--- config.mk ---
export PLATFORM = sky130hd
export DESIGN_NAME = dvp_frame_scheduler
export DESIGN_NICKNAME = d
export VERILOG_FILES = /design/src/rtl/dvp_pkg.sv /design/src/rtl/dvp_edge_det.sv /design/src/rtl/dvp_frame_scheduler.sv
export SDC_FILE = /design/constraint.sdc
export NUM_CORES = 1
export LEC_CHECK = 0
export ABC_AREA = 1
export CAP_MARGIN = 10
export CORE_ASPECT_RATIO = 0.6
export CORE_MARGIN = 3
export CORE_UTILIZATION = 47
export DETAILED_ROUTE_END_ITERATION = 7
export PLACE_DENSITY = 0.74
export SYNTH_ARGS = -nofsm -noshare
export SYNTH_HDL_FRONTEND = slang
export SYNTH_SLANG_ARGS = --single-unit
--- constraint.sdc ---
create_clock -name clk -period 2.14 [get_ports clk]
set_clock_uncertainty 0.05 [all_clocks]
set_input_delay 0.321 -clock clk [delete_from_list [all_inputs] [get_ports clk]]
set_output_delay 0.321 -clock clk [all_outputs]
set_load 0.1 [all_outputs]
--- src/rtl/dvp_pkg.sv ---
// Shared types for the DVP capture path: frame sequencer states, control strobes
// and AXI response codes.
package dvp_pkg;

  typedef enum logic [2:0] {
    IDLE    = 3'd0,
    WAIT_VS = 3'd1,
    CAPTURE = 3'd2,
    DRAIN   = 3'd3,
    DONE    = 3'd4
  } state_e;

  // Per-cycle actions decoded from the current state and input events.
  typedef struct packed {
    logic frame_start;
    logic count_pxl;
    logic count_rsp;
    logic capture_end;
    logic short_err;
    logic drain_run;
    logic tmo_err;
    logic frame_done;
  } ctrl_t;

  localparam logic [1:0] AXI_RESP_OKAY = 2'b00;

endpackage

--- src/rtl/dvp_edge_det.sv ---
// Registered rise/fall detector for already-synchronized level inputs; edges are
// reported in the cycle the new level is first seen.
module dvp_edge_det #(
  parameter int W = 1
) (
  input  logic         clk,
  input  logic         rst_n,
  input  logic [W-1:0] d,
  output logic [W-1:0] rise,
  output logic [W-1:0] fall
);

  logic [W-1:0] d_reg;

  always_ff @(posedge clk or negedge rst_n) begin
    if (!rst_n) begin
      d_reg <= '0;
    end else begin
      d_reg <= d;
    end
  end

  for (genvar gi = 0; gi < W; gi++) begin : g_bit
    assign rise[gi] = d[gi] & ~d_reg[gi];
    assign fall[gi] = ~d[gi] & d_reg[gi];
  end

endmodule

--- src/rtl/dvp_frame_scheduler.sv ---
// Frame-level sequencer: gates the pixel pipeline to whole VSYNC-aligned frames,
// drains AXI write responses, ping-pongs frame buffers and raises sticky flags.
module dvp_frame_scheduler
  import dvp_pkg::*;
#(
  parameter int ADDR_W    = 32,
  parameter int FRAME_PXL = 19200,
  parameter int TXN_PXL   = 32,
  parameter int CNT_W     = 20,
  parameter int DRAIN_TMO = 4096
) (
  input  logic              clk,
  input  logic              rst_n,
  input  logic              cfg_start_i,
  input  logic              cfg_cont_i,
  input  logic [ADDR_W-1:0] cfg_buf0_base_i,
  input  logic [ADDR_W-1:0] cfg_buf1_base_i,
  input  logic              irq_clr_i,
  input  logic              vsync_i,
  input  logic              pxl_vld_i,
  input  logic              pxl_rdy_i,
  input  logic              bvalid_i,
  input  logic              bready_i,
  input  logic [1:0]        bresp_i,
  output logic              pipe_en_o,
  output logic [ADDR_W-1:0] pxl_mem_base_o,
  output logic              buf_idx_o,
  output logic              busy_o,
  output logic              frame_done_irq_o,
  output logic              err_o,
  output logic [15:0]       frame_cnt_o
);

  localparam int TMR_W = $clog2(DRAIN_TMO + 1);

  state_e            state_reg, state_next;
  ctrl_t             ctrl;
  logic              vs_rise, vs_fall;
  logic              pxl_ev, rsp_ev;
  logic [CNT_W-1:0]  pxl_cnt_reg, pxl_cnt_inc;
  logic [CNT_W-1:0]  resp_cnt_reg, resp_cnt_inc;
  logic [CNT_W-1:0]  bexp;
  logic [TMR_W-1:0]  drain_tmr_reg;
  logic              frame_full, drain_match, tmo_hit;
  logic              pipe_en_reg, buf_idx_reg, irq_reg, err_reg;
  logic [ADDR_W-1:0] base_reg;
  logic [15:0]       frame_cnt_reg;
  logic              err_set;

  dvp_edge_det #(
    .W (1)
  ) u_vs_edge (
    .clk   (clk),
    .rst_n (rst_n),
    .d     (vsync_i),
    .rise  (vs_rise),
    .fall  (vs_fall)
  );

  assign pxl_ev = pxl_vld_i & pxl_rdy_i;
  assign rsp_ev = bvalid_i & bready_i;

  assign pxl_cnt_inc  = pxl_cnt_reg + CNT_W'(1);
  assign resp_cnt_inc = resp_cnt_reg + CNT_W'(rsp_ev);
  // Partial trailing beats are never issued, so only whole beats are expected.
  assign bexp         = pxl_cnt_reg / CNT_W'(TXN_PXL);

  assign frame_full  = pxl_ev & (pxl_cnt_inc == CNT_W'(FRAME_PXL));
  // A response arriving in the compare cycle is counted before comparing.
  assign drain_match = (resp_cnt_inc == bexp);
  assign tmo_hit     = (drain_tmr_reg == TMR_W'(DRAIN_TMO - 1));

  // State register
  always_ff @(posedge clk or negedge rst_n) begin
    if (!rst_n) begin
      state_reg <= IDLE;
    end else begin
      state_reg <= state_next;
    end
  end

  // Next-state logic
  always_comb begin
    state_next = state_reg;
    case (state_reg)
      IDLE: begin
        if (cfg_start_i) state_next = WAIT_VS;
      end
      WAIT_VS: begin
        if (!cfg_start_i)  state_next = IDLE;
        else if (vs_fall)  state_next = CAPTURE;
      end
      CAPTURE: begin
        // Dropping cfg_start_i here is deliberately ignored: frames are atomic.
        if (frame_full || vs_rise) state_next = DRAIN;
      end
      DRAIN: begin
        if (drain_match || tmo_hit) state_next = DONE;
      end
      DONE: begin
        state_next = (cfg_start_i && cfg_cont_i) ? WAIT_VS : IDLE;
      end
      default: state_next = IDLE;
    endcase
  end

  // Output / control decode
  always_comb begin
    ctrl = '0;
    case (state_reg)
      WAIT_VS: begin
        ctrl.frame_start = cfg_start_i & vs_fall;
      end
      CAPTURE: begin
        ctrl.count_pxl   = 1'b1;
        ctrl.count_rsp   = 1'b1;
        ctrl.capture_end = frame_full | vs_rise;
        ctrl.short_err   = vs_rise & ~frame_full;
      end
      DRAIN: begin
        ctrl.count_rsp = 1'b1;
        ctrl.drain_run = 1'b1;
        ctrl.tmo_err   = tmo_hit & ~drain_match;
      end
      DONE: begin
        ctrl.frame_done = 1'b1;
      end
      default: ;
    endcase
  end

  // Frame counters and drain timer
  always_ff @(posedge clk or negedge rst_n) begin
    if (!rst_n) begin
      pxl_cnt_reg   <= '0;
      resp_cnt_reg  <= '0;
      drain_tmr_reg <= '0;
      frame_cnt_reg <= '0;
    end else begin
      if (ctrl.frame_start) begin
        pxl_cnt_reg  <= '0;
        resp_cnt_reg <= '0;
      end else begin
        if (ctrl.count_pxl && pxl_ev) pxl_cnt_reg <= pxl_cnt_inc;
        if (ctrl.count_rsp)           resp_cnt_reg <= resp_cnt_inc;
      end
      if (ctrl.capture_end)    drain_tmr_reg <= '0;
      else if (ctrl.drain_run) drain_tmr_reg <= drain_tmr_reg + TMR_W'(1);
      if (ctrl.frame_done) frame_cnt_reg <= frame_cnt_reg + 16'd1;
    end
  end

  // Pipeline gate and buffer ping-pong; the base is frozen for the whole frame.
  always_ff @(posedge clk or negedge rst_n) begin
    if (!rst_n) begin
      pipe_en_reg <= 1'b0;
      base_reg    <= '0;
      buf_idx_reg <= 1'b0;
    end else begin
      if (ctrl.frame_start) begin
        pipe_en_reg <= 1'b1;
        base_reg    <= buf_idx_reg ? cfg_buf1_base_i : cfg_buf0_base_i;
      end else if (ctrl.capture_end) begin
        pipe_en_reg <= 1'b0;
      end
      if (ctrl.frame_done) buf_idx_reg <= ~buf_idx_reg;
    end
  end

  assign err_set = ctrl.short_err | ctrl.tmo_err |
                   (rsp_ev & (bresp_i != AXI_RESP_OKAY));

  // Sticky flags: a set in the same cycle as a clear wins.
  always_ff @(posedge clk or negedge rst_n) begin
    if (!rst_n) begin
      irq_reg <= 1'b0;
      err_reg <= 1'b0;
    end else begin
      irq_reg <= ctrl.frame_done | (irq_reg & ~irq_clr_i);
      err_reg <= err_set | (err_reg & ~irq_clr_i);
    end
  end

  assign pipe_en_o        = pipe_en_reg;
  assign pxl_mem_base_o   = base_reg;
  assign buf_idx_o        = buf_idx_reg;
  assign busy_o           = (state_reg != IDLE);
  assign frame_done_irq_o = irq_reg;
  assign err_o            = err_reg;
  assign frame_cnt_o      = frame_cnt_reg;

endmodule

==> impl_results.md <==
* Status: finished with violations
* Failing checks: negative setup slack
* Final setup viols at 2
* Largest net degree at the start of global routing at 65
* Slew @ Worst Pin at 0.553 ns
* Final GP Congestion at 1.01
* Core Util, Final at 0.710
* Total gr overflow at 0
* Yosys cell types at 35
* Maximum Capacitance Violations at 0
* Post-route DRC at 0
* Finished Layout Cells at 1189
* Arrival time of the worst setup path at 2.39 ns
* Die area at 0.0145 mm^2
* Post-synth EDFFs at 0
* Final wirelength at 18.0 mm
* Async set or reset register ratio after synthesis at 1.00
* H-tree Lvls at 3
* Worst setup SP type: flip-flop
* Placed cell count at 1147
* Via Count at 6128
* Xor/xnor share of the synthesized area at 0.0379
* Clk Latency, worst-skew pair at 0.35 ns
* Post-route cell area at 0.00882 mm^2
* Syn Inst Count at 814
* CTS tree: built
* Seq/Total Area, Yosys at 0.444
* CP Max Fanout at 5
* Hold path depth at 1
* Reg clk slew, reported paths at 0.07 ns
* Largest register FFs at 32
* Die width at 154 um
* Initial antenna violation count at 0
* WP buf/inv at 1
* DR iter-0 viols at 552
* Post-Syn Area at 0.00614 mm^2
* Min-delay worst type: reg2reg
* Diode count at 0
* First-pass GRT wire length at 28.5 mm
* Critical setup path kind: reg2reg
* Worst r2r src: resp_cnt_reg[0]
* Mapped Nets at 896
* Critical Path RT at 2.34 ns
* Final Critical Period at 2.19 ns
* Core box area at 0.0124 mm^2
* Synthesized-area fraction occupied by and/or/nand/nor cells at 0.341
* CP endpoint kind: flip-flop
* Adder-Cell Fraction of Synth Area at 0.0122
* Drt via density at 5.15
* Pre-CTS setup slack at -0.621 ns
* Die Height at 94.5 um
* Post-synthesis compound-gate area fraction at 0.0998
* CTS Buf Count at 9
* WHS Endpoint: frame_cnt_o[15]
* CTS Buffer Depth at 2
* Post-synthesis area per instance at 7.54 um^2
* Worst path max stage delay at 0.44 ns
* Flop and latch count out of synthesis at 109
* Leakage power at 4.07 nW
* Row count at 31
* Slew HR at 0.632
* Peak VDD IR at 1.17 mV
* Total negative slack at -0.0542 ns
* Largest delay share family, worst path: simple AND/OR/NAND/NOR gates
* Initial core utilization at 0.495
* CP max stage cell: dfrtp_2
* Worst path cell trace: ha_4, nand2_4, nor2_4, buf_12, nand2_4, nand2_2, nand2_1, nand2_1, nand2_2, nor2_4, nand2_2, nor2_2, nand3_2, nand2_2, nand3_2, nand2_1, nand2_1
* Clock sinks at 109
* Clock root buffer: clkbuf_16
* Layout cells sized above 1 at 0.270
* Vias in the first global route at 5518
* Max-slew violations at 0
* # fillers at 992
* Count of buffers from port buffering at 128
* GRT Total Usage at 0.244
* Top_reg_cell synth: dfrtp_1
* WL per Instance at 15.1 um
* Area growth syn-to-layout at 43.6%
* Net count reported at finish at 1101
* Synth warn at 0
* Fmax achieved at 456 MHz
* RSZ-0062 raised after global routing: yes
* Main combinational cell family by area after synthesis: simple AND/OR/NAND/NOR gates
* Period utilization at 1.02
* First-pass DRT Iterations at 5
* Boundary Pins at 129
* Post-route ant nets at 0
* Post-DP HPWL at 13.1 mm
* Hold Vio Cnt, Final at 0
* Power Dens Cells at 1450 mW/mm^2
* Post-synthesis mux area share at 0.00183
* R2R depth at 17
* Dpl cell area at 0.00795 mm^2
* Setup ws final at -0.0523 ns
* Reg-to-reg slack, setup at -0.05 ns
* Worst min-delay path startpoint: frame_cnt_o[15]
* End of the worst register-to-register path: state_reg[0]
==> power by group <==
part / internal [mW] / leakage, nW / switching, mW
sequential: 2.84 / 1.38 / 0.697
clock: 0.956 / 0.148 / 0.790
combinational: 2.27 / 2.54 / 5.25
total: 6.07 / 4.07 / 6.74
==> cells by family after synthesis <==
family | after synthesis
muxes | 1
AOI/OAI and AO/OA | 101
buffers and inverters | 101
DFF | 109
and+or+nand+nor | 471
xor gates and xnor gates | 25
adders and majority gates | 6
==> cell usage in the layout, fill, tap and decap left out, types with 2 or more instances in the layout <==
cell type,n
o21ai_2,7
nand3b_1,2
buf_4,127
nor2_1,68
dlygate4sd2_1,2
nand2_4,8
o21ai_0,21
inv_2,7
buf_6,5
nand2_2,23
dfrtp_1,95
clkdlybuf4s50_1,72
nand3_2,10
nand3_1,60
a31oi_1,32
o21ai_1,9
nand3_4,4
ha_1,3
nor2_2,19
nor3_1,6
inv_1,72
a21oi_1,4
nand4_1,13
xor2_1,14
clkbuf_16,9
xor2_2,3
nor3_4,2
dfrtp_4,2
nor2_4,15
dfrtp_2,12
xnor2_1,7
nand2_1,237
nor3_2,3
o22ai_1,25
buf_12,7
ha_4,3
==> final cells by class <==
type,instances,area [um^2],share of cell area
well taps,165,206,0.0234
repair buffers,214,1900,0.215
flip-flops and latches,109,2750,0.312
inverters,81,307,0.0348
multi-input cells,604,3350,0.380
clock buffers,11,243,0.0275
clock inverters,5,66.3,0.00752
==> worst max path at each step <==
stage,startpoint,endpoint,slack [ns],depth (start not counted)
after global routing,resp_cnt_reg[0],state_reg[0],-0.17,17
final,resp_cnt_reg[0],state_reg[0],-0.05,17
after CTS,resp_cnt_reg[0],state_reg[0],-0.02,16
after floorplan,frame_cnt_o[2],frame_cnt_o[15],0.02,8
after detailed placement,bvalid_i,state_reg[0],-0.62,17
after global placement,bvalid_i,state_reg[0],-0.56,19
==> metrics by stage <==
stage	power, mW	hold slack [ns]
floorplan	8.41	-0.0246
global placement	10.4	0.285
detailed placement	10.5	0.295
CTS	12.4	0.436
global route	13.6	0.459
finish	12.8	0.432
==> Yosys cell counts, types with 3 or more instances <==
cell | count | share of area
o21ai_2 | 7 | 0.010
o21ai_0 | 25 | 0.020
nor2_4 | 7 | 0.013
nand3_2 | 3 | 0.0049
dfrtp_1 | 109 | 0.44
nor2_2 | 14 | 0.014
o21ai_1 | 5 | 0.0041
xor2_1 | 17 | 0.024
a31oi_1 | 32 | 0.033
nor3_1 | 7 | 0.0057
clkbuf_1 | 12 | 0.0073
nand2_1 | 258 | 0.16
nand4_1 | 13 | 0.013
inv_2 | 5 | 0.0031
nor3_2 | 3 | 0.0049
ha_1 | 6 | 0.012
buf_2 | 6 | 0.0049
inv_1 | 75 | 0.046
nand2_2 | 8 | 0.0082
nor2_1 | 81 | 0.050
a21oi_1 | 4 | 0.0033
nand3_1 | 71 | 0.058
xnor2_1 | 7 | 0.010
o22ai_1 | 25 | 0.025
==> per-layer routing <==
| metal | wire length, um | vias up | track usage |
|---|---|---|---|
| li1 | - | 3059 | - |
| met1 | 8520 | 2813 | 0.372 |
| met2 | 7570 | 236 | 0.345 |
| met3 | 1710 | 20 | 0.0705 |
| met4 | 195 | 0 | 0.0507 |
| met5 | 0 | - | 0 |
==> what timing repair did <==
item / CTS / global route
setup buffers: 9 / 16
gates resized for setup: 35 / 63
cloned: 0 / 0
endpoints found under the hold margin: 34 / 0
endpoints found under the setup margin: 18 / 19
pin swaps: 18 / 29
hold buffers: 1 / 0
==> worst register-to-register path: stages (launching register included) <==
cell     delay, ns
dfrtp_2       0.44
ha_4          0.17
nand2_4       0.06
nor2_4        0.14
buf_12        0.14
nand2_4       0.07
nand2_2       0.09
nand2_1       0.06
nand2_1       0.07
nand2_2       0.07
nor2_4        0.12
nand2_2       0.06
nor2_2        0.11
nand3_2       0.13
nand2_2       0.12
nand3_2       0.08
nand2_1       0.07
nand2_1       0.04
No activity file was read; power rests on OpenSTA's default activity.
